--- src/rtl/ctrl_datapath_if.sv ---
// ctrl_datapath_if: bundles the control word, operand inputs and the result
// handshake/status of ctrl_datapath. The master drives control, operands and
// out_ready; the slave (the datapath) drives result and the status outputs.
interface ctrl_datapath_if #(
  parameter int WIDTH = 9
);

  logic [15:0]        control;
  logic [WIDTH-1:0]   in_a;
  logic [WIDTH-1:0]   in_b;
  logic [WIDTH-1:0]   in_c;
  logic [2*WIDTH-1:0] result;
  logic               out_valid;
  logic               out_ready;
  logic               overrun;
  logic               busy;
  logic [3:0]         cycle_cnt;

  modport master (
    output control, in_a, in_b, in_c, out_ready,
    input  result, out_valid, overrun, busy, cycle_cnt
  );

  modport slave (
    input  control, in_a, in_b, in_c, out_ready,
    output result, out_valid, overrun, busy, cycle_cnt
  );

endinterface

--- src/rtl/ctrl_datapath.sv ---
// ctrl_datapath: executes one 16-bit control word per cycle (operand loads,
// signed/unsigned multiply, ALU, accumulate) and returns the accumulator
// through a valid/ready result port. Also flags result overruns and counts
// busy cycles.
// Optional feature: define ACC_SAT_EN to make the accumulate saturate at
// 2^(2*WIDTH)-1 instead of wrapping.
module ctrl_datapath #(
  parameter int WIDTH = 9
) (
  input  logic           clk,
  input  logic           rst_n,
  ctrl_datapath_if.slave bus
);

  localparam int W2 = 2 * WIDTH;

  // Control word fields
  logic       w_ldA, w_ldB, w_ldC, w_enT1, w_enT2;
  logic       w_mulSel, w_addASel, w_addBSel;
  logic       w_enAcc, w_clrAcc, w_done, w_sgn, w_shr;
  logic [1:0] w_aluOp;
  logic       w_load;
  logic       w_unused;

  assign w_ldA     = bus.control[15];
  assign w_ldB     = bus.control[14];
  assign w_ldC     = bus.control[13];
  assign w_enT1    = bus.control[12];
  assign w_enT2    = bus.control[11];
  assign w_mulSel  = bus.control[10];
  assign w_addASel = bus.control[9];
  assign w_addBSel = bus.control[8];
  assign w_enAcc   = bus.control[7];
  assign w_clrAcc  = bus.control[6];
  assign w_done    = bus.control[5];
  assign w_aluOp   = bus.control[4:3];
  assign w_sgn     = bus.control[2];
  assign w_shr     = bus.control[1];
  assign w_unused  = bus.control[0];
  assign w_load    = w_ldA | w_ldB | w_ldC;

  // Datapath registers
  logic [WIDTH-1:0] r_ra, r_rb, r_rc;
  logic [W2-1:0]    r_t1, r_t2, r_acc, r_result;
  logic             r_outValid, r_overrun, r_busy;
  logic [3:0]       r_cycleCnt;

  // Combinational operands (all built from pre-edge register values)
  logic [WIDTH-1:0]     w_mulOp;
  logic signed [W2-1:0] w_mulAs, w_mulBs, w_mulS;
  logic [W2-1:0]        w_mulU, w_mul;
  logic [W2-1:0]        w_aluA, w_aluB, w_alu, w_t2Next;
  logic [W2:0]          w_accSum;
  logic [W2-1:0]        w_accNext;
  logic                 w_handshake;

  assign w_mulOp = w_mulSel ? r_t2[WIDTH-1:0] : r_rb;
  assign w_mulAs = $signed({{WIDTH{r_ra[WIDTH-1]}}, r_ra});
  assign w_mulBs = $signed({{WIDTH{w_mulOp[WIDTH-1]}}, w_mulOp});
  assign w_mulS  = w_mulAs * w_mulBs;
  assign w_mulU  = {{WIDTH{1'b0}}, r_ra} * {{WIDTH{1'b0}}, w_mulOp};
  assign w_mul   = w_sgn ? $unsigned(w_mulS) : w_mulU;

  assign w_aluA = w_addASel ? r_t2 : r_t1;
  assign w_aluB = w_addBSel ? r_t1 : {{WIDTH{1'b0}}, r_rc};

  // ALU operation select; all arithmetic wraps at 2*WIDTH bits
  always_comb begin
    w_alu = w_aluA;
    case (w_aluOp)
      2'b00:   w_alu = w_aluA + w_aluB;
      2'b01:   w_alu = w_aluA - w_aluB;
      2'b10:   w_alu = w_aluA & w_aluB;
      default: w_alu = w_aluA;
    endcase
  end

  assign w_t2Next = w_shr ? (w_alu >> 1) : w_alu;

  assign w_accSum = {1'b0, r_acc} + {1'b0, r_t2};
`ifdef ACC_SAT_EN
  assign w_accNext = w_accSum[W2] ? {W2{1'b1}} : w_accSum[W2-1:0];
`else
  assign w_accNext = w_accSum[W2-1:0];
`endif

  assign w_handshake = r_outValid & bus.out_ready;

  // Operand and temporary registers, each gated by its own enable bit
  always_ff @(posedge clk or negedge rst_n) begin
    if (!rst_n) begin
      r_ra <= '0;
      r_rb <= '0;
      r_rc <= '0;
      r_t1 <= '0;
      r_t2 <= '0;
    end else begin
      if (w_ldA)  r_ra <= bus.in_a;
      if (w_ldB)  r_rb <= bus.in_b;
      if (w_ldC)  r_rc <= bus.in_c;
      if (w_enT1) r_t1 <= w_mul;
      if (w_enT2) r_t2 <= w_t2Next;
    end
  end

  // Accumulator: clear beats accumulate
  always_ff @(posedge clk or negedge rst_n) begin
    if (!rst_n) begin
      r_acc <= '0;
    end else if (w_clrAcc) begin
      r_acc <= '0;
    end else if (w_enAcc) begin
      r_acc <= w_accNext;
    end
  end

  // Result port: capture on done when the slot is free (or freed this edge),
  // otherwise drop the new value and latch a sticky overrun
  always_ff @(posedge clk or negedge rst_n) begin
    if (!rst_n) begin
      r_result   <= '0;
      r_outValid <= 1'b0;
      r_overrun  <= 1'b0;
    end else if (w_done && (!r_outValid || w_handshake)) begin
      r_result   <= r_acc;
      r_outValid <= 1'b1;
    end else if (w_done) begin
      r_overrun  <= 1'b1;
    end else if (w_handshake) begin
      r_outValid <= 1'b0;
    end
  end

  // Busy flag and saturating busy-cycle counter; done wins over a load for
  // busy, while a load always restarts the counter
  always_ff @(posedge clk or negedge rst_n) begin
    if (!rst_n) begin
      r_busy     <= 1'b0;
      r_cycleCnt <= '0;
    end else begin
      if (w_done)      r_busy <= 1'b0;
      else if (w_load) r_busy <= 1'b1;

      if (w_load)                           r_cycleCnt <= '0;
      else if (r_busy && r_cycleCnt != 4'd15) r_cycleCnt <= r_cycleCnt + 4'd1;
    end
  end

  assign bus.result    = r_result;
  assign bus.out_valid = r_outValid;
  assign bus.overrun   = r_overrun;
  assign bus.busy      = r_busy;
  assign bus.cycle_cnt = r_cycleCnt;

endmodule
--- src/flat_wrapper.sv ---
// flat-port wrapper written by rule: the top's interface ports become plain ports
module ctrl_datapath_flat 
#(
  parameter int WIDTH = 9
)
  (clk, rst_n, bus_control, bus_in_a, bus_in_b, bus_in_c, bus_out_ready, bus_result, bus_out_valid, bus_overrun, bus_busy, bus_cycle_cnt);
  ctrl_datapath_if #(.WIDTH(WIDTH)) bus_i ();
  input  logic clk;
  input  logic rst_n;
  input wire logic [$bits(bus_i.control)-1:0] bus_control;
  input wire logic [$bits(bus_i.in_a)-1:0] bus_in_a;
  input wire logic [$bits(bus_i.in_b)-1:0] bus_in_b;
  input wire logic [$bits(bus_i.in_c)-1:0] bus_in_c;
  input wire logic [$bits(bus_i.out_ready)-1:0] bus_out_ready;
  output wire logic [$bits(bus_i.result)-1:0] bus_result;
  output wire logic [$bits(bus_i.out_valid)-1:0] bus_out_valid;
  output wire logic [$bits(bus_i.overrun)-1:0] bus_overrun;
  output wire logic [$bits(bus_i.busy)-1:0] bus_busy;
  output wire logic [$bits(bus_i.cycle_cnt)-1:0] bus_cycle_cnt;
  assign bus_i.control = bus_control;
  assign bus_i.in_a = bus_in_a;
  assign bus_i.in_b = bus_in_b;
  assign bus_i.in_c = bus_in_c;
  assign bus_i.out_ready = bus_out_ready;
  assign bus_result = bus_i.result;
  assign bus_out_valid = bus_i.out_valid;
  assign bus_overrun = bus_i.overrun;
  assign bus_busy = bus_i.busy;
  assign bus_cycle_cnt = bus_i.cycle_cnt;
  ctrl_datapath #(.WIDTH(WIDTH)) u_core (.clk(clk), .rst_n(rst_n), .bus(bus_i));
endmodule
--- config.mk ---
export PLATFORM = sky130hd
export DESIGN_NAME = ctrl_datapath_flat
export DESIGN_NICKNAME = d
export VERILOG_FILES = /design/src/rtl/ctrl_datapath_if.sv /design/src/rtl/ctrl_datapath.sv /design/src/flat_wrapper.sv
export SDC_FILE = /design/constraint.sdc
export NUM_CORES = 1
export LEC_CHECK = 0
export BUFFER_PORTS_ARGS = -buffer_cell sky130_fd_sc_hd__buf_2
export CAP_MARGIN = 5
export CORE_MARGIN = 2
export CORE_UTILIZATION = 63
export CTS_CLUSTER_DIAMETER = 40
export DETAILED_ROUTE_END_ITERATION = 6
export PLACE_DENSITY_LB_ADDON = 0.08
export SKIP_LAST_GASP = 1
export SLEW_MARGIN = 20
export SYNTH_ARGS = -nofsm -noshare
export SYNTH_HDL_FRONTEND = slang
export SYNTH_SLANG_ARGS = --single-unit
--- constraint.sdc ---
create_clock -name clk -period 6.7 [get_ports clk]
set_input_delay 1.005 -clock clk [delete_from_list [all_inputs] [get_ports clk]]
set_output_delay 1.005 -clock clk [all_outputs]
set_load 0.005 [all_outputs]
# Word-level counts from Yosys, hierarchy flattened

Cells that the tools add are included.

Register bits after elaboration: 106
Bits of input ports: 46
Output and inout port bits: 25
Word-level logic and storage cells: 52

Add/subtract/negate cells: 4
$mul: 2
Equal/unequal tests: 4
Muxes and demuxes: 15
Bitwise gates (word level): 5
Reductions and logical operators: 11

Operators with widths:

| operator                                                        | count |
|---|---|
| 18-bit two-way mux                                              | 6 |
| 18-bit one-hot mux with 3 select lines                          | 1 |
| 18-bit adder                                                    | 2 |
| 9-bit by 9-bit multiplier with 18-bit output                    | 2 |
| 18-bit AND                                                      | 1 |
| 18-bit subtractor                                               | 1 |
| 9-bit two-way mux                                               | 1 |
| 4-bit two-way mux                                               | 2 |
| 2-bit nonzero test                                              | 4 |
| 1-bit two-way mux                                               | 5 |
| 4-bit by 1-bit adder with 4-bit output, second input constant   | 1 |
| 4-bit != test, second input constant                            | 1 |
| 2-bit AND reduction                                             | 2 |
| 2-bit by 1-bit == test with 1-bit output, second input constant | 1 |
| 2-bit == test, second input constant                            | 1 |
| 1-bit logical AND                                               | 2 |
| 2-bit logical NOT                                               | 1 |
| 2-bit by 1-bit != test with 1-bit output, second input constant | 1 |
| 1-bit bitwise OR                                                | 2 |
| 1-bit AND                                                       | 1 |
| 1-bit logical NOT                                               | 1 |
| 1-bit logical OR                                                | 1 |
| 1-bit inverter                                                  | 1 |

# Longest topological paths before layout

Gate-level depths: netlist of the first run.

Depth after elaboration: 5
Gate-level depth with buffers: 22
Depth with buffers taken out: 20

# Worst setup path after synthesis of the first run

OpenSTA, ideal clock, no wires.

Kind: input to register
Start point: input bus_control[10]
End point: register u_core.r_t1[17]
Library setup time: 0.077 ns
Arrival: 5.792 ns
Required time: 6.623 ns
Setup slack: 0.830 ns
Stages: 18
Path through: clkbuf_1 -> mux2i_1 -> nand2b_1 -> fa_1 -> fa_1 -> fa_1 -> fa_1 -> xor2_1 -> ha_1 -> o21bai_1 -> ha_1 -> nand2_1 -> a2bb2oi_1 -> a211o_1 -> a31oi_1 -> xnor2_1 -> a21oi_1 -> a21oi_1

Cells in the longest elaborated chain, start to end: 3
Elaborated cells on any way between the ends: 4
Those cells by class: mul: 2; mux: 2

RTL lines:

| item                                                                   | line                                     | text |
|---|---|---|
| start: declaration                                                     | flat_wrapper.sv:10                       | `input wire logic [$bits(bus_i.control)-1:0] bus_control;` |
| 9-bit two-way mux *                                                    | ctrl_datapath.sv:57                      | `assign w_mulOp = w_mulSel ? r_t2[WIDTH-1:0] : r_rb;` |
| 9-bit by 9-bit multiplier with 18-bit output, on equally long branches | ctrl_datapath.sv:61, ctrl_datapath.sv:60 |  |
| 18-bit two-way mux *                                                   | ctrl_datapath.sv:62                      | `assign w_mul = w_sgn ? $unsigned(w_mulS) : w_mulU;` |
| end signal: assignment                                                 | ctrl_datapath.sv:101                     | `if (w_enT1) r_t1 <= w_mul;` |
| end: declaration                                                       | ctrl_datapath.sv:44                      | `logic [W2-1:0] r_t1, r_t2, r_acc, r_result;` |

Mark *: on every way between the ends. The rest lies on a longest branch, timed or not.
A chain may end at the register's enable or synchronous reset.

# Worst setup path in the final report of the first run

Start point: input bus_control[10]
End point: register u_core.r_t1[16]

Same word-level chain as after synthesis.

==> results.rst, run 1 <==
.. list-table::
   :header-rows: 1

   * - Metric
     - Value
   * - Largest net degree at the start of global routing
     - 64
   * - Post-CTS setup-driven buffer insertion count
     - 0
   * - Worst Hold Path Cells
     - 1
   * - Most area-hungry cell type in the Yosys netlist
     - dfrtp_1
   * - Netlist area before placement
     - 11700 um2
   * - Number of DRC markers in iteration 0
     - 547
   * - Sequential element share of the synthesized area
     - 22.6%
   * - Count of cells resized by post-cts repair
     - 0
   * - Reg2reg setup slack
     - 1.16 ns
   * - Vias post-DR
     - 9246
   * - Minimum period implied by the final worst setup slack
     - 5.92 ns
   * - Data required time at the worst endpoint
     - 6.97 ns
   * - Syn avg cell area
     - 9.14 um2
   * - Status
     - finished, final reports clean
   * - Fillers
     - 1489
   * - Clock-pin slew reported for the worst setup and hold paths after clock tree synthesis
     - 0.08 ns
   * - Top-level I/O count
     - 71
   * - Worst path most repeated cell
     - fa_1
   * - DRC errors left
     - 0
   * - Post-synth top flop
     - dfrtp_1
   * - Rows
     - 49
   * - Die Y-Extent
     - 141 um
   * - Slew margin rel.
     - 42.2%
   * - Launch point of the worst hold path
     - u_core.bus.overrun$_DFFE_PN0P_
   * - Number of input and output port buffers inserted
     - 69
   * - RSZ-0062 raised after global routing
     - false
   * - Post-layout instance area
     - 12500 um2
   * - Mapped Nets
     - 1527
   * - Area Overhead vs Synth
     - 6.38%
   * - CTS Buf Count
     - 9
   * - Half-perimeter wire length after placement
     - 21700 um
   * - Detail-routed via count per cell
     - 5.95
   * - Signal arrival time at the worst endpoint
     - 6.19 ns
   * - R2R depth
     - 17
   * - Effective utilization at floorplan
     - 64.7%
   * - Final setup violation count
     - 0
   * - Die extent in x
     - 141 um
   * - Area enclosed by the die boundary
     - 19800 um2
   * - CTS Hold Bufs
     - 0
   * - Hold slack
     - 0.472 ns
   * - H-tree lvl count
     - 3
   * - First-pass GRT wire length
     - 46000 um
   * - Max-slew violation count
     - 0
   * - Average routed wire per standard cell
     - 17.6 um
   * - Initial antenna violation count
     - 0
   * - Area share of the largest cell type after synthesis
     - 22.6%
   * - Number of iterations in the first detailed-routing pass
     - 5
   * - EDFF count, synth
     - 0
   * - Post-Route Setup TNS
     - 0 ns
   * - Number of diodes added for antenna fixing
     - 0
   * - Std-Cell Core Area
     - 18100 um2
   * - Kind of path behind the tightest hold check
     - flop to flop
   * - Clock root buffer
     - clkbuf_16
   * - Delay contributed by the slowest stage of the critical path
     - 0.59 ns
   * - Fraction of final layout cells with drive strength greater than 1
     - 12.8%
   * - Final GP Congestion
     - 0.905
   * - Global router's overall resource usage
     - 29.4%
   * - Slowest stage cell, crit path
     - fa_1
   * - Wire length after detailed routing
     - 27300 um
   * - Capturing element type of the critical path
     - flop
   * - Max Clock Skew
     - 0.0145 ns
   * - Highest fanout seen on the critical path
     - 12
   * - Final standard cell utilization of the core
     - 68.9%
   * - Number of global-route vias before repair
     - 9243
   * - Cell variety after synth
     - 77
   * - Max Fclk
     - 169 MHz
   * - Yosys warns
     - 0
   * - End of the worst hold path
     - u_core.bus.overrun$_DFFE_PN0P_
   * - Number of antenna-violating nets in the routed design
     - 0
   * - Source of the worst register-to-register timing path
     - u_core.r_t2[8]$_DFFE_PN0P_
   * - Clock insertion delay at the later pin of the skew report
     - 0.36 ns
   * - Share of the clock period used by the worst path after layout
     - 88.4%
   * - Buffer levels on the longest clock path
     - 2
   * - Synth top area cells
     - dfrtp_1, fa_1, ha_1
   * - Most frequent cells after synthesis
     - inv_1, dfrtp_1, nand2_1, fa_1, ha_1
   * - Cell count after synthesis
     - 1285
   * - Worst-margin pin slew
     - 0.865 ns
   * - GRT overflow
     - 0
   * - Cells along the critical path
     - buf_2 -> mux2i_1 -> inv_1 -> nand2b_1 -> fa_1 -> fa_1 -> fa_1 -> fa_1 -> xor2_1 -> ha_1 -> ha_1 -> nand2_1 -> o21ai_0 -> o211ai_1 -> a31oi_1 -> xor2_1 -> nand3_1 -> o221ai_1
   * - Worst reg2reg endpoint
     - u_core.r_t1[16]$_DFFE_PN0P_
   * - Layout Nets
     - 1562
   * - Placed cell area
     - 12200 um2
   * - Post-synthesis async set-or-reset flop share
     - 100%
   * - Setup Crit Path Kind
     - input pin to flop
   * - Most numerous cell in the Yosys netlist
     - inv_1
   * - Synthesized flop and latch total
     - 106
   * - CTS sink cnt
     - 106
   * - CTS tree
     - yes
   * - Maximum Capacitance Violations
     - 0
   * - Final number of hold-violating endpoints
     - 0
   * - Startpoint kind of the worst setup timing path
     - input pin
[area by class of cell]
class / instances / area (um2) / area share (%)
Clock buffer: 9 / 225 / 1.80
Clock inverter: 6 / 47.5 / 0.381
Inverter: 164 / 616 / 4.93
Multi-Input combinational cell: 966 / 8290 / 66.3
Sequential cell: 106 / 2650 / 21.2
Tap cell: 229 / 287 / 2.29
Timing Repair Buffer: 73 / 378 / 3.02
[worst max-delay path by stage]
stage                     from  cells after the start  slack, ns                          end
3_5_place_dp   bus_control[10]                     19       0.48  u_core.r_t1[16]$_DFFE_PN0P_
2_1_floorplan  bus_control[10]                     18       0.83  u_core.r_t1[17]$_DFFE_PN0P_
3_3_place_gp   bus_control[10]                     18       0.53  u_core.r_t1[16]$_DFFE_PN0P_
5_1_grt        bus_control[10]                     18       0.51  u_core.r_t1[16]$_DFFE_PN0P_
6_report       bus_control[10]                     18       0.78  u_core.r_t1[16]$_DFFE_PN0P_
4_1_cts        bus_control[10]                     19       0.83  u_core.r_t1[16]$_DFFE_PN0P_
[state kept, by name, summed over array words and instances (netlist names)]
| register | cells |
|---|---|
| u_core.r_acc | 18 |
| u_core.r_ra | 9 |
| u_core.bus.overrun | 1 |
| u_core.bus.busy | 1 |
| u_core.r_rb | 9 |
| u_core.r_rc | 9 |
| u_core.bus.out_valid | 1 |
| u_core.r_t1 | 18 |
| u_core.bus.cycle_cnt | 4 |
| u_core.r_t2 | 18 |
| u_core.bus.result | 18 |
[cells in the final DEF, fill, tap and decap left out, types with 11 or more instances in the layout]
cell	count
a21o_1	14
a21oi_1	65
a31oi_1	13
and2_1	28
buf_2	68
dfrtp_1	106
fa_1	100
ha_1	96
inv_1	163
mux2_2	70
mux2i_1	25
nand2_1	103
nand2b_1	21
nand3_1	21
nor2_1	72
nor2b_1	28
nor3_1	22
o211ai_1	14
o21a_1	11
o21ai_0	34
o21ai_1	20
o31ai_1	14
xnor2_1	32
xor2_1	23
[per-stage QoR]
step / cells / setup slack [ns]
6_report: 1553 / 0.778
5_1_grt: 1553 / 0.513
4_1_cts: 1553 / 0.829
3_5_place_dp: 1538 / 0.481
3_3_place_gp: 1538 / 0.535
2_1_floorplan: 1285 / 0.830
[worst max-delay path: cells and delay by family]
| family | cells | cell delay (ns) |
|---|---|---|
| AO/OA/AOI/OAI | 4 | 0.91 |
| AND/OR/NAND/NOR | 3 | 0.30 |
| XOR/XNOR | 2 | 0.32 |
| adder cells (fa/ha/maj) | 6 | 2.84 |
| buffers and inverters | 2 | 0.64 |
| multiplexers | 1 | 0.15 |
[cells by family (layout without fill, tap and decap cells)]
group                      count (synthesis)  in the layout  share of synthesized area, %
AOI/OAI and AO/OA                        258            258                          14.6
xor gates and xnor gates                  55             55                          4.10
adders and majority gates                198            198                          27.4
buffers and inverters                    213            252                          6.84
DFF                                      106            106                          22.6
muxes                                     98             98                          9.15
and+or+nand+nor                          357            357                          15.3
[metal layers]
metal | wire length [um] | vias up | global-route usage, %
li1 | - | 4467 | -
met2 | 14100 | 200 | 52.6
met3 | 1230 | 56 | 4.10
met4 | 836 | 0 | 10.3
met5 | 0 | - | 0
met1 | 11200 | 4523 | 36.5
Power of run 1 is not shown: default switching activity piles up to over one toggle a cycle in this logic, so the estimate is an artifact.
==> run 2, diff against run 1 <==
--- a/config.mk
+++ b/config.mk
@@ -11,7 +11,7 @@
 export CORE_UTILIZATION = 63
 export CTS_CLUSTER_DIAMETER = 40
 export DETAILED_ROUTE_END_ITERATION = 6
-export PLACE_DENSITY_LB_ADDON = 0.08
+export PLACE_DENSITY = 0.82
 export SKIP_LAST_GASP = 1
 export SLEW_MARGIN = 20
 export SYNTH_ARGS = -nofsm -noshare
==> run 2 against run 1 <==
Net effect:
- non-clock buffer count unchanged
- via count up 2.4%
- clock skew down 0.0034 ns
- maximum frequency down 0.60%
- flip-flop and latch count unchanged
- wire length down 2.5%
- worst hold slack better by 0.027 ns
- sequential share of layout area about the same
- die area unchanged
- largest cell class unchanged
- highest routed layer unchanged
==> results.rst, run 2 (synthesized netlist as in run 1, its figures left out) <==
.. list-table::
   :header-rows: 1

   * - Metric
     - Value
   * - Minimum period implied by the final worst setup slack
     - 5.96 ns (+0.0360 ns)
   * - Die extent in x
     - 141 um (unchanged)
   * - Final GP Congestion
     - 0.893 (-1.4%)
   * - Final setup violation count
     - 0 (unchanged)
   * - CTS Buf Count
     - 9 (unchanged)
   * - Number of global-route vias before repair
     - 9848 (+6.5%)
   * - Slew margin rel.
     - 43.0% (+0.85 points)
   * - Post-CTS setup-driven buffer insertion count
     - 0 (unchanged)
   * - GRT overflow
     - 0 (unchanged)
   * - Max-slew violation count
     - 0 (unchanged)
   * - Initial antenna violation count
     - 0 (unchanged)
   * - CTS sink cnt
     - 106 (unchanged)
   * - Leading cell type in the layout, fill and taps excluded
     - inv_1
   * - Number of DRC markers in iteration 0
     - 585 (+6.9%)
   * - Effective utilization at floorplan
     - 64.7% (unchanged)
   * - Leading cell types in the layout, fill and taps excluded
     - inv_1, dfrtp_1, nand2_1
   * - Capturing element type of the critical path
     - flop
   * - Setup Crit Path Kind
     - input pin to flop
   * - Largest net degree at the start of global routing
     - 69 (+7.8%)
   * - Global router's overall resource usage
     - 28.4% (-0.97 points)
   * - Number of input and output port buffers inserted
     - 69 (unchanged)
   * - Top-level I/O count
     - 71 (unchanged)
   * - Maximum Capacitance Violations
     - 0 (unchanged)
   * - Number of iterations in the first detailed-routing pass
     - 7 (+2)
   * - Multi-input gate area in the final layout
     - 8290 um2 (unchanged)
   * - Signal arrival time at the worst endpoint
     - 6.23 ns (+0.04 ns)
   * - CTS Hold Bufs
     - 0 (unchanged)
   * - Average routed wire per standard cell
     - 17.2 um (-2.6%)
   * - Clock insertion delay at the later pin of the skew report
     - 0.36 ns (about the same)
   * - Met1 WL
     - 10600 um (-5.5%)
   * - Count of cells resized by post-cts repair
     - 0 (unchanged)
   * - Layout Nets
     - 1562 (unchanged)
   * - WL met3
     - 1100 um (-11%)
   * - Number of antenna-violating nets in the routed design
     - 0 (unchanged)
   * - Fraction of final layout cells with drive strength greater than 1
     - 12.8% (+0.066 points)
   * - Std-Cell Core Area
     - 18100 um2 (unchanged)
   * - Rows
     - 49 (unchanged)
   * - Startpoint kind of the worst setup timing path
     - input pin
   * - Max Clock Skew
     - 0.0110 ns (-0.00345 ns)
   * - Number of diodes added for antenna fixing
     - 0 (unchanged)
   * - Sequential cell area
     - 2650 um2 (unchanged)
   * - Detail-routed via count per cell
     - 6.09 (+2.3%)
   * - Met2 Routed Length
     - 13800 um (-1.9%)
   * - Clock root buffer
     - clkbuf_16
   * - RSZ-0062 raised after global routing
     - false
   * - Post-Route Setup TNS
     - 0 ns (unchanged)
   * - Buffer levels on the longest clock path
     - 2 (unchanged)
   * - Top sig layer
     - met4
   * - Max Fclk
     - 168 MHz (-0.60%)
   * - Half-perimeter wire length after placement
     - 21100 um (-2.4%)
   * - Wire length after detailed routing
     - 26700 um (-2.5%)
   * - H-tree lvl count
     - 3 (unchanged)
   * - Area enclosed by the die boundary
     - 19800 um2 (unchanged)
   * - Highest fanout seen on the critical path
     - 12 (unchanged)
   * - Data required time at the worst endpoint
     - 6.97 ns (about the same)
   * - Clock-pin slew reported for the worst setup and hold paths after clock tree synthesis
     - 0.08 ns (about the same)
   * - Kind of path behind the tightest hold check
     - flop to flop
   * - Vias post-DR
     - 9465 (+2.4%)
   * - Final number of hold-violating endpoints
     - 0 (unchanged)
   * - Worst-margin pin slew
     - 0.854 ns (-0.0107 ns)
   * - CTS tree
     - yes
   * - Area Overhead vs Synth
     - 6.52%
   * - Status
     - finished, final reports clean
   * - First-pass GRT wire length
     - 45600 um (-0.84%)
   * - Die Y-Extent
     - 141 um (unchanged)
   * - Share of the clock period used by the worst path after layout
     - 88.9% (+0.54 points)
   * - DRC errors left
     - 0 (unchanged)
   * - Fillers
     - 1413 (-5.1%)
   * - Final standard cell utilization of the core
     - 68.9% (+0.090 points)
-- run 2: cell types whose count changed in the layout (fill, tap and decap cells not counted), sizes merged --
cell / before / now
clkinv: 3 / 5
clkbuf: 9 / 10
inv: 166 / 164
-- run 2: final timing paths --
path	startpoint	to	slack, ns	cells past startpoint
worst max-delay path	bus_control[10]	u_core.r_t1[16]$_DFFE_PN0P_	0.74	18
worst min-delay path	u_core.bus.result[14]$_DFFE_PN0P_	u_core.bus.result[14]$_DFFE_PN0P_	0.50	1
worst max register to register	u_core.r_t2[8]$_DFFE_PN0P_	u_core.r_t1[16]$_DFFE_PN0P_	1.07	17
worst min register to register	u_core.bus.result[14]$_DFFE_PN0P_	u_core.bus.result[14]$_DFFE_PN0P_	0.50	1
max in group asynchronous	rst_n	u_core.r_t1[10]$_DFFE_PN0P_	4.89	2
min in group asynchronous	rst_n	u_core.bus.overrun$_DFFE_PN0P_	0.59	1
-- run 2: layer usage --
layer | global-route usage, % | vias up
met1 | 33.1 | 4624
met4 | 13.3 | 0
met3 | 3.66 | 89
li1 | - | 4472
met5 | 0 | -
met2 | 51.9 | 280
-- run 2: cell type report --
class                           count  area share, %
Multi-Input combinational cell    966           66.3
Timing Repair Buffer               73           3.02
Sequential cell                   106           21.2
Clock buffer                       10           1.91
Clock inverter                      6          0.400
Tap cell                          229           2.29
Inverter                          164           4.92
-- run 2: metrics by stage --
step | area, um2 | hold WS, ns | std cells | setup WS (ns)
4_1_cts | 12500 | 0.504 | 1554 | 0.792
6_report | 12500 | 0.499 | 1554 | 0.742
3_3_place_gp | 12200 | 0.466 | 1538 | 0.564
2_1_floorplan | 11700 | 0.468 | 1285 | 0.830
3_5_place_dp | 12200 | 0.488 | 1538 | 0.444
5_1_grt | 12500 | 0.520 | 1554 | 0.396
-- run 2: critical path, cell delays in order --
cell and delay (ns):
buf_2 0.22, mux2i_1 0.15, inv_1 0.41, nand2b_1 0.17, fa_1 0.56, fa_1 0.53, fa_1 0.53, fa_1 0.60
xor2_1 0.17, ha_1 0.25, ha_1 0.36, nand2_1 0.07, o21ai_0 0.42, o211ai_1 0.22, a31oi_1 0.20, xor2_1 0.16
nand3_1 0.09, o221ai_1 0.11
Power of run 2 is left out for the same reason.
==> run 3, diff against run 2 <==
--- a/config.mk
+++ b/config.mk
@@ -11,6 +11,7 @@
 export CORE_UTILIZATION = 63
 export CTS_CLUSTER_DIAMETER = 40
 export DETAILED_ROUTE_END_ITERATION = 6
+export MAX_ROUTING_LAYER = met4
 export PLACE_DENSITY = 0.82
 export SKIP_LAST_GASP = 1
 export SLEW_MARGIN = 20
==> run 3 against run 2 <==
Net effect:
- count of clock-buffer cells in the layout decreased by 1
- setup slack improved by 0.15 ns
- clock skew increased by 0.0014 ns
- final cell count increased by 0.13%
- via count decreased by 0.77%
- global-route usage increased by 1.2 points
- non-clock buffer count increased by 2
- design area increased by 0.38%
- flip-flop and latch count unchanged
- maximum frequency increased by 2.6%
- sequential share of layout area decreased by 0.080 points
- die area unchanged
==> results.rst, run 3 (synthesized netlist as in run 1, its figures left out) <==
.. list-table::
   :header-rows: 1

   * - Metric
     - Value
   * - Die extent in x
     - 141 um (unchanged)
   * - Area Overhead vs Synth
     - 6.92%
   * - CTS Hold Bufs
     - 0 (unchanged)
   * - Number of diodes added for antenna fixing
     - 0 (unchanged)
   * - Slew margin rel.
     - 48.1% (+5.1 points)
   * - Fraction of final layout cells with drive strength greater than 1
     - 13.0% (+0.13 points)
   * - Sequential cell area
     - 2650 um2 (unchanged)
   * - CTS tree
     - yes
   * - Number of input and output port buffers inserted
     - 69 (unchanged)
   * - RSZ-0062 raised after global routing
     - false
   * - Worst-margin pin slew
     - 0.778 ns (-0.0761 ns)
   * - Capturing element type of the critical path
     - flop
   * - Global router's overall resource usage
     - 29.5% (+1.2 points)
   * - Leading cell type in the layout, fill and taps excluded
     - inv_1
   * - Number of DRC markers in iteration 0
     - 603 (+3.1%)
   * - Final GP Congestion
     - 0.919 (+3.0%)
   * - Fillers
     - 1393 (-1.4%)
   * - GRT overflow
     - 0 (unchanged)
   * - Setup Crit Path Kind
     - input pin to flop
   * - Area enclosed by the die boundary
     - 19800 um2 (unchanged)
   * - Highest fanout seen on the critical path
     - 12 (unchanged)
   * - Slowest stage cell, crit path
     - fa_1
   * - Rows
     - 49 (unchanged)
   * - Final setup violation count
     - 0 (unchanged)
   * - Die Y-Extent
     - 141 um (unchanged)
   * - Share of the clock period used by the worst path after layout
     - 86.6% (-2.3 points)
   * - Data required time at the worst endpoint
     - 6.99 ns (+0.02 ns)
   * - Buf+Inv Stages, Crit Path
     - 2 (unchanged)
   * - CTS Buf Count
     - 9 (unchanged)
   * - Reg2reg setup slack
     - 1.21 ns (+0.14 ns)
   * - DRC errors left
     - 0 (unchanged)
   * - Clock-pin slew reported for the worst setup and hold paths after clock tree synthesis
     - 0.07 ns (about the same)
   * - Final number of hold-violating endpoints
     - 0 (unchanged)
   * - Vias post-DR
     - 9392 (-0.77%)
   * - Number of iterations in the first detailed-routing pass
     - 5 (-2)
   * - Number of antenna-violating nets in the routed design
     - 0 (unchanged)
   * - Std-Cell Core Area
     - 18100 um2 (unchanged)
   * - Layout Nets
     - 1564 (+0.13%)
   * - Worst path most repeated cell
     - fa_1
   * - Cell family with most CP delay
     - adder cells
   * - Clock insertion delay at the later pin of the skew report
     - 0.36 ns (about the same)
   * - Effective utilization at floorplan
     - 64.7% (unchanged)
   * - Startpoint kind of the worst setup timing path
     - input pin
   * - CTS sink cnt
     - 106 (unchanged)
   * - Half-perimeter wire length after placement
     - 21300 um (+0.89%)
   * - Cells along the critical path
     - buf_2 -> mux2i_1 -> inv_1 -> nand2b_1 -> fa_1 -> fa_1 -> fa_1 -> fa_1 -> xor2_1 -> ha_1 -> o21bai_1 -> ha_1 -> nand2_1 -> a2bb2oi_1 -> a211o_1 -> a31oi_1 -> xnor2_1 -> a21oi_1 -> a21oi_1
   * - Signal arrival time at the worst endpoint
     - 6.09 ns (-0.14 ns)
   * - Minimum period implied by the final worst setup slack
     - 5.81 ns (-0.153 ns)
   * - Number of global-route vias before repair
     - 9709 (-1.4%)
   * - H-tree lvl count
     - 3 (unchanged)
   * - Max-slew violation count
     - 0 (unchanged)
   * - Multi-input gate area in the final layout
     - 8290 um2 (unchanged)
   * - Post-CTS setup-driven buffer insertion count
     - 0 (unchanged)
   * - Delay contributed by the slowest stage of the critical path
     - 0.56 ns (-0.04 ns)
   * - Count of cells resized by post-cts repair
     - 0 (unchanged)
   * - Max Fclk
     - 172 MHz (+2.6%)
   * - Initial antenna violation count
     - 0 (unchanged)
   * - Wire length after detailed routing
     - 26700 um (+0.32%)
   * - Detail-routed via count per cell
     - 6.04 (-0.90%)
   * - First-pass GRT wire length
     - 45900 um (+0.61%)
   * - Clock root buffer
     - clkbuf_16
   * - Largest net degree at the start of global routing
     - 62 (-10%)
   * - Average routed wire per standard cell
     - 17.2 um (+0.19%)
   * - Leading cell types in the layout, fill and taps excluded
     - inv_1, dfrtp_1, nand2_1
   * - Maximum Capacitance Violations
     - 0 (unchanged)
   * - Status
     - finished, final reports clean
   * - Max Clock Skew
     - 0.0124 ns (+0.00138 ns)
   * - Buffer levels on the longest clock path
     - 2 (unchanged)
   * - Post-Route Setup TNS
     - 0 ns (unchanged)
   * - Top-level I/O count
     - 71 (unchanged)
   * - Kind of path behind the tightest hold check
     - flop to flop
==> run 3: cell types whose count changed in the layout (fill, tap and decap cells not counted), sizes merged <==
cell / delta
buf: +2
clkinv: -2
inv: +2
bufinv: +1
clkbuf: -1
==> run 3: path summary, 6_finish.rpt <==
check | startpoint | end | cells past startpoint
worst max-delay path | bus_control[10] | u_core.r_t1[17]$_DFFE_PN0P_ | 19
worst min-delay path | u_core.bus.result[6]$_DFFE_PN0P_ | u_core.bus.result[6]$_DFFE_PN0P_ | 1
worst min register to register | u_core.bus.result[6]$_DFFE_PN0P_ | u_core.bus.result[6]$_DFFE_PN0P_ | 1
min in group asynchronous | rst_n | u_core.bus.overrun$_DFFE_PN0P_ | 1
max in group asynchronous | rst_n | u_core.r_rc[8]$_DFFE_PN0P_ | 2
worst max register to register | u_core.r_t2[8]$_DFFE_PN0P_ | u_core.r_t1[17]$_DFFE_PN0P_ | 18
==> run 3: metrics by stage <==
step | area (um2) | utilization [%] | worst slack (ns) | std cells | hold slack [ns]
after global placement | 12200 | 67.4 | 0.650 | 1540 | 0.467
after CTS | 12600 | 69.2 | 0.898 | 1556 | 0.505
after floorplan | 11700 | - | 0.830 | 1285 | 0.468
after global routing | 12600 | 69.2 | 0.583 | 1556 | 0.519
final | 12600 | 69.2 | 0.895 | 1556 | 0.500
after detailed placement | 12200 | 67.4 | 0.536 | 1540 | 0.487
==> run 3: final cells by class <==
type / instances / area share, %
clock buffers: 9 / 1.79
multi-input cells: 966 / 66.0
inverters: 164 / 4.90
well taps: 229 / 2.28
flip-flops and latches: 106 / 21.1
clock inverters: 7 / 0.767
repair buffers: 75 / 3.13
==> run 3: per-layer routing <==
| metal | GRT usage, % | vias to the layer above | share of wire [%] |
|---|---|---|---|
| li1 | - | 4464 | - |
| met1 | 33.7 | 4585 | 40 |
| met3 | 2.84 | 73 | 3.9 |
| met2 | 53.3 | 270 | 53 |
| met4 | 12.4 | 0 | 3.8 |
| met5 | - | - | 0 |
Power of run 3 is left out for the same reason.
